--- src/rtl/vga_pkg.sv ---
// Shared VGA/frame-buffer constants and host-port FSM encoding for the
// 640x480 display path. The frame buffer is a 4x-downscaled RGB332 image.
package vga_pkg;

    localparam int H_VIS      = 640;
    localparam int V_VIS      = 480;
    localparam int H_TOTAL    = 800;
    localparam int V_TOTAL    = 525;

    localparam int SCALE_LOG2 = 2;
    localparam int FB_W       = H_VIS >> SCALE_LOG2;
    localparam int FB_H       = V_VIS >> SCALE_LOG2;
    localparam int COLOR_W    = 8;
    localparam int ADDR_W     = 15;

    localparam logic [ADDR_W-1:0] FB_WORDS = ADDR_W'(FB_W * FB_H);

    typedef enum logic {
        HOST_IDLE = 1'b0,
        HOST_BUSY = 1'b1
    } host_state_e;

    // Host addresses past the last frame-buffer word never reach the RAM.
    function automatic logic fb_addr_ok(input logic [ADDR_W-1:0] addr);
        return addr < FB_WORDS;
    endfunction

endpackage

--- src/rtl/vram_addr_gen.sv ---
// Screen coordinate to linear frame-buffer address: (y>>2)*160 + (x>>2),
// built as (y<<7)+(y<<5)+x so no multiplier is needed.
module vram_addr_gen
    import vga_pkg::*;
(
    input  logic [9:0]        pixel_x_i,
    input  logic [9:0]        pixel_y_i,
    output logic [ADDR_W-1:0] addr_o
);

    logic [ADDR_W-1:0] xs_s;
    logic [ADDR_W-1:0] ys_s;

    assign xs_s   = ADDR_W'(pixel_x_i >> SCALE_LOG2);
    assign ys_s   = ADDR_W'(pixel_y_i >> SCALE_LOG2);
    assign addr_o = (ys_s << 7) + (ys_s << 5) + xs_s;

endmodule

--- src/rtl/vram_arbiter.sv ---
// Single-port frame-buffer arbiter: phase 0 of every visible pixel belongs to
// scan-out, all other RAM slots serve the host with a one-cycle ack.
module vram_arbiter
    import vga_pkg::*;
(
    input  logic               clk,
    input  logic               reset,
    input  logic               p_tick,
    input  logic [9:0]         pixel_x,
    input  logic [9:0]         pixel_y,
    input  logic               video_on,
    input  logic               hsync_in,
    input  logic               vsync_in,
    input  logic               host_req,
    input  logic               host_we,
    input  logic [ADDR_W-1:0]  host_addr,
    input  logic [COLOR_W-1:0] host_wdata,
    output logic               host_ack,
    output logic [COLOR_W-1:0] host_rdata,
    output logic               ram_en,
    output logic               ram_we,
    output logic [ADDR_W-1:0]  ram_addr,
    output logic [COLOR_W-1:0] ram_wdata,
    input  logic [COLOR_W-1:0] ram_rdata,
    output logic [COLOR_W-1:0] rgb,
    output logic               hsync_out,
    output logic               vsync_out,
    output logic               vblank,
    output logic               vblank_start
);

    logic [1:0]         phase_q, phase_d;
    logic               synced_q, synced_d;
    host_state_e        state_q, state_d;
    logic               rd_q, rd_d;
    logic               disp_vis_q, disp_vis_d;
    logic [COLOR_W-1:0] rgb_q, rgb_d;
    logic               hsync_q, vsync_q;
    logic               vblank_q, vblank_d;
    logic               vblank_start_q, vblank_start_d;

    logic [ADDR_W-1:0]  disp_addr_s;
    logic               disp_slot_s;
    logic               grant_s;
    logic               host_ok_s;

    vram_addr_gen u_addr_gen (
        .pixel_x_i (pixel_x),
        .pixel_y_i (pixel_y),
        .addr_o    (disp_addr_s)
    );

    // Phase tracking, host FSM and display pipeline next state
    always_comb begin
        phase_d        = p_tick ? 2'd0 : phase_q + 2'd1;
        // Scan-out stays off after reset until the first pixel boundary is seen.
        synced_d       = synced_q | p_tick;
        disp_slot_s    = synced_q && (phase_q == 2'd0) && video_on;
        host_ok_s      = fb_addr_ok(host_addr);
        grant_s        = 1'b0;
        state_d        = state_q;
        rd_d           = rd_q;
        disp_vis_d     = disp_vis_q;
        rgb_d          = rgb_q;
        vblank_d       = (pixel_y >= 10'(V_VIS));
        vblank_start_d = vblank_d && !vblank_q;

        case (state_q)
            HOST_IDLE: begin
                if (host_req && !disp_slot_s && !reset) begin
                    grant_s = 1'b1;
                    state_d = HOST_BUSY;
                    rd_d    = host_ok_s && !host_we;
                end else begin
                    state_d = HOST_IDLE;
                end
            end
            HOST_BUSY: state_d = HOST_IDLE;
            default:   state_d = HOST_IDLE;
        endcase

        if (phase_q == 2'd0) begin
            disp_vis_d = disp_slot_s;
        end else begin
            disp_vis_d = disp_vis_q;
        end

        if (phase_q == 2'd1) begin
            rgb_d = disp_vis_q ? ram_rdata : {COLOR_W{1'b0}};
        end else begin
            rgb_d = rgb_q;
        end
    end

    // RAM port mux: display slot first, then a granted in-range host access
    always_comb begin
        ram_en    = 1'b0;
        ram_we    = 1'b0;
        ram_addr  = {ADDR_W{1'b0}};
        ram_wdata = {COLOR_W{1'b0}};
        if (disp_slot_s) begin
            ram_en   = 1'b1;
            ram_addr = disp_addr_s;
        end else if (grant_s && host_ok_s) begin
            ram_en    = 1'b1;
            ram_we    = host_we;
            ram_addr  = host_addr;
            ram_wdata = host_wdata;
        end else begin
            ram_en = 1'b0;
        end
    end

    // State and output registers
    always_ff @(posedge clk or posedge reset) begin
        if (reset) begin
            phase_q        <= 2'd0;
            synced_q       <= 1'b0;
            state_q        <= HOST_IDLE;
            rd_q           <= 1'b0;
            disp_vis_q     <= 1'b0;
            rgb_q          <= {COLOR_W{1'b0}};
            hsync_q        <= 1'b0;
            vsync_q        <= 1'b0;
            vblank_q       <= 1'b0;
            vblank_start_q <= 1'b0;
        end else begin
            phase_q        <= phase_d;
            synced_q       <= synced_d;
            state_q        <= state_d;
            rd_q           <= rd_d;
            disp_vis_q     <= disp_vis_d;
            rgb_q          <= rgb_d;
            hsync_q        <= hsync_in;
            vsync_q        <= vsync_in;
            vblank_q       <= vblank_d;
            vblank_start_q <= vblank_start_d;
        end
    end

    // The RAM answers one clock after the grant, exactly in the ack cycle.
    assign host_ack     = (state_q == HOST_BUSY);
    assign host_rdata   = (host_ack && rd_q) ? ram_rdata : {COLOR_W{1'b0}};
    assign rgb          = rgb_q;
    assign hsync_out    = hsync_q;
    assign vsync_out    = vsync_q;
    assign vblank       = vblank_q;
    assign vblank_start = vblank_start_q;

endmodule

--- config.mk ---
export PLATFORM = sky130hd
export DESIGN_NAME = vram_arbiter
export DESIGN_NICKNAME = d
export VERILOG_FILES = /design/src/rtl/vga_pkg.sv /design/src/rtl/vram_addr_gen.sv /design/src/rtl/vram_arbiter.sv
export SDC_FILE = /design/constraint.sdc
export NUM_CORES = 1
export LEC_CHECK = 0
export ABC_AREA = 1
export ABC_CLOCK_PERIOD_IN_PS = 5350
export CORE_ASPECT_RATIO = 1.75
export CORE_MARGIN = 2
export CORE_UTILIZATION = 40
export DETAILED_ROUTE_END_ITERATION = 7
export GPL_TIMING_DRIVEN = 1
export PLACE_DENSITY = 0.88
export SYNTH_ARGS = -nofsm -noshare
export SYNTH_HDL_FRONTEND = slang
export SYNTH_SLANG_ARGS = --single-unit
--- constraint.sdc ---
create_clock -name clk -period 5.35 [get_ports clk]
set_input_delay 1.3375 -clock clk [delete_from_list [all_inputs] [get_ports clk]]
set_output_delay 1.3375 -clock clk [all_outputs]
set_load 0.005 [all_outputs]
==> results.json <==
{
  "outcome": "finished, final reports clean",
  "maxSlewHeadroom": 0.713,
  "wl_per_cell_microns": 12.4,
  "hold_start": "vblank$_DFF_PP0_",
  "drt-initial-drc-count": 39,
  "timing.setup.tns_ps": 0,
  "numCtsBuffers": 3,
  "min_period_ps": 5180,
  "r2r_slack_ps": 3900,
  "fmax_mhz": 193,
  "fillers": 323,
  "setup_viol": 0,
  "gr-usage-all-layers": 0.212,
  "grt_pass1_wl_microns": 7750,
  "worst_pin_slew_ps": 431,
  "synth_nets": 307,
  "dp.cells": 374,
  "insertion_delay_ps": 240,
  "io_pins": 105,
  "antenna_cells": 0,
  "critPathKind": "input pin to output pin",
  "routed_wl_microns": 4690,
  "critPathLaunchType": "input pin",
  "fin_skew_ps": 2.83,
  "vias": 1784,
  "hold_buffers": 0,
  "yosys.area.top_type": "dfrtp_1",
  "min_to": "vblank_start$_DFF_PP0_",
  "dieHeight_microns": 88.6,
  "synth_flop_cell": "dfrtp_1",
  "worstRegToRegCells": 7,
  "synthCells": 229,
  "routabilityCongestion": 0.825,
  "final_area_sq_mm": 0.00272,
  "rows": 30,
  "synthArstFlopShare": 1.00,
  "ys_warn_count": 0,
  "yosysTopAreaCellShare": 0.275,
  "crit_path_end_kind": "output pin",
  "first_global_vias": 1796,
  "grt_max_degree": 19,
  "hp-class": "flip-flop to flip-flop",
  "final-max-slew-violation-count": 0,
  "drv_cap": 0,
  "cts_setup_buffers": 0,
  "dpl_cell_area_sq_mm": 0.00266,
  "netlist-cell-type-count": 22,
  "fin_cells": 377,
  "syn_area_per_cell_sq_um": 7.14,
  "ys_ff_latch": 18,
  "timing.rr.start": "phase_q[0]$_DFF_PP0_",
  "cp.required_ps": 4010,
  "portBuffers": 100,
  "arrival_ps": 3840,
  "dpl.hpwl_microns": 3900,
  "ys_top_cells_by_area": "dfrtp_1, ha_1, inv_1",
  "vdd_drop_max_mv": 0.148,
  "cts_tree": "yes",
  "path_clk_slew_ps": 60,
  "core_sq_mm": 0.00390,
  "htree_levels": 1,
  "overflow": 0,
  "die_area_sq_mm": 0.00464,
  "critPathMaxFanout": 3,
  "drc": 0,
  "pwr_density_cell_mw_per_mm2": 177,
  "r2r-end": "rd_q$_DFFE_PP0P_",
  "finalNetCount": 409,
  "start_util": 0.419,
  "ys_seq_area_frac": 0.275,
  "clkSinkCount": 18,
  "hold_path_depth": 1,
  "firstDrtPassIters": 4,
  "clockBufferDepth": 2,
  "area_delta_synth_final_pct": 66.1,
  "clock-root-buffer": "clkbuf_8",
  "rsz0062_at_grt": "false",
  "leakagePower_nw": 1.36,
  "hold_viol_final": 0,
  "synth_commonest_cells": "inv_1, nand2_1, nor2_1, dfrtp_1, nand3_1",
  "synth-edff-count": 0,
  "die-width_microns": 52.3,
  "ant_nets": 0,
  "period_share": 0.969,
  "viasPerCell": 4.73,
  "drive_gt1_frac": 0.0760,
  "yosysMostFrequentCell": "inv_1",
  "antenna_found_initial": 0,
  "syn_area_sq_mm": 0.00164
}
==> worst max-delay path by stage <==
stage                    start           end  slack (ps)  cells after the start
finish              pixel_y[2]  ram_addr[14]         170                     13
global route        pixel_y[2]  ram_addr[11]          30                     13
CTS                 pixel_y[4]  ram_addr[14]          50                     13
detailed placement  pixel_y[4]  ram_addr[14]          50                     13
global placement    pixel_y[2]  ram_addr[14]          80                     13
floorplan           pixel_x[9]  ram_addr[10]        1160                      8
==> worst max-delay path, cell delays in order <==
cell	delay, ps
clkdlybuf4s50_1	480
inv_1	60
fa_1	490
inv_1	70
fa_2	360
nand2_1	90
nand2_1	60
nand3_1	120
nand2_1	70
nand2_1	60
nand3_1	60
nand2_1	80
clkdlybuf4s50_1	500
==> cell type report <==
type / instances / area (sq um) / share of cell area
Sequential cell: 18 / 450 / 0.166
Inverter: 54 / 203 / 0.0746
Timing Repair Buffer: 101 / 1010 / 0.371
Multi-Input combinational cell: 153 / 953 / 0.351
Clock buffer: 3 / 41.3 / 0.0152
Tap cell: 48 / 60.1 / 0.0221
==> timing repair <==
action / 4_1_cts / 5_1_grt
resized for setup: 0 / 4
setup endpoints to repair: 0 / 3
hold endpoints to repair: 0 / 0
==> routing by layer <==
| layer | global-route usage | up-vias | wire length, microns |
|---|---|---|---|
| li1 | - | 914 | - |
| met1 | 0.211 | 798 | 1660 |
| met2 | 0.426 | 64 | 2700 |
| met3 | 0.0338 | 8 | 263 |
| met4 | 0.0653 | 0 | 70 |
| met5 | 0 | - | 0 |
==> stage by stage <==
| step | util | hold slack (ps) | power, mW | setup WS (ps) |
|---|---|---|---|---|
| after floorplan | - | 426 | 0.269 | 1160 |
| after global placement | 0.682 | 412 | 0.384 | 75.1 |
| after detailed placement | 0.682 | 418 | 0.392 | 49.5 |
| after CTS | 0.693 | 426 | 0.483 | 45.9 |
| after global routing | 0.696 | 445 | 0.518 | 30.4 |
| final | 0.696 | 424 | 0.481 | 168 |
==> flip-flops by register name (all words and copies together), names as in the netlist <==
register / count
vsync_out: 1
rd_q: 1
hsync_out: 1
disp_vis_q: 1
vblank: 1
synced_q: 1
phase_q: 2
rgb: 8
vblank_start: 1
host_ack: 1
==> where the power goes <==
part	switching (mW)	internal (mW)	leakage, nW
Combinational	0.102	0.128	1.12
Sequential	0.00891	0.153	0.226
Clock	0.0383	0.0498	0.0216
Total	0.149	0.331	1.36
==> logic make-up (layout without fill, tap and decap cells) <==
logic type	after synthesis	after routing	synth area share
AOI/OAI and AO/OA	22	22	0.0765
adders and majority gates	19	19	0.155
and+or+nand+nor	111	111	0.339
DFF	18	18	0.275
xor gates and xnor gates	1	1	0.00536
buffers and inverters	58	158	0.149
==> cell usage in the layout (no fill, tap or decap) <==
cell type	count
o21ai_2	1
inv_1	54
nor2_8	1
o22ai_1	8
nand3_4	2
clkbuf_8	3
ha_1	17
nand2_2	3
buf_4	1
a21oi_1	6
nand3_2	10
nand3_1	17
nand2_4	1
o21ai_0	6
fa_1	1
nand2_1	51
clkdlybuf4s50_1	100
xnor2_1	1
or2_2	2
dfrtp_1	18
a31oi_1	1
nor2_1	24
fa_2	1
No activity file was read; power rests on OpenSTA's default activity.
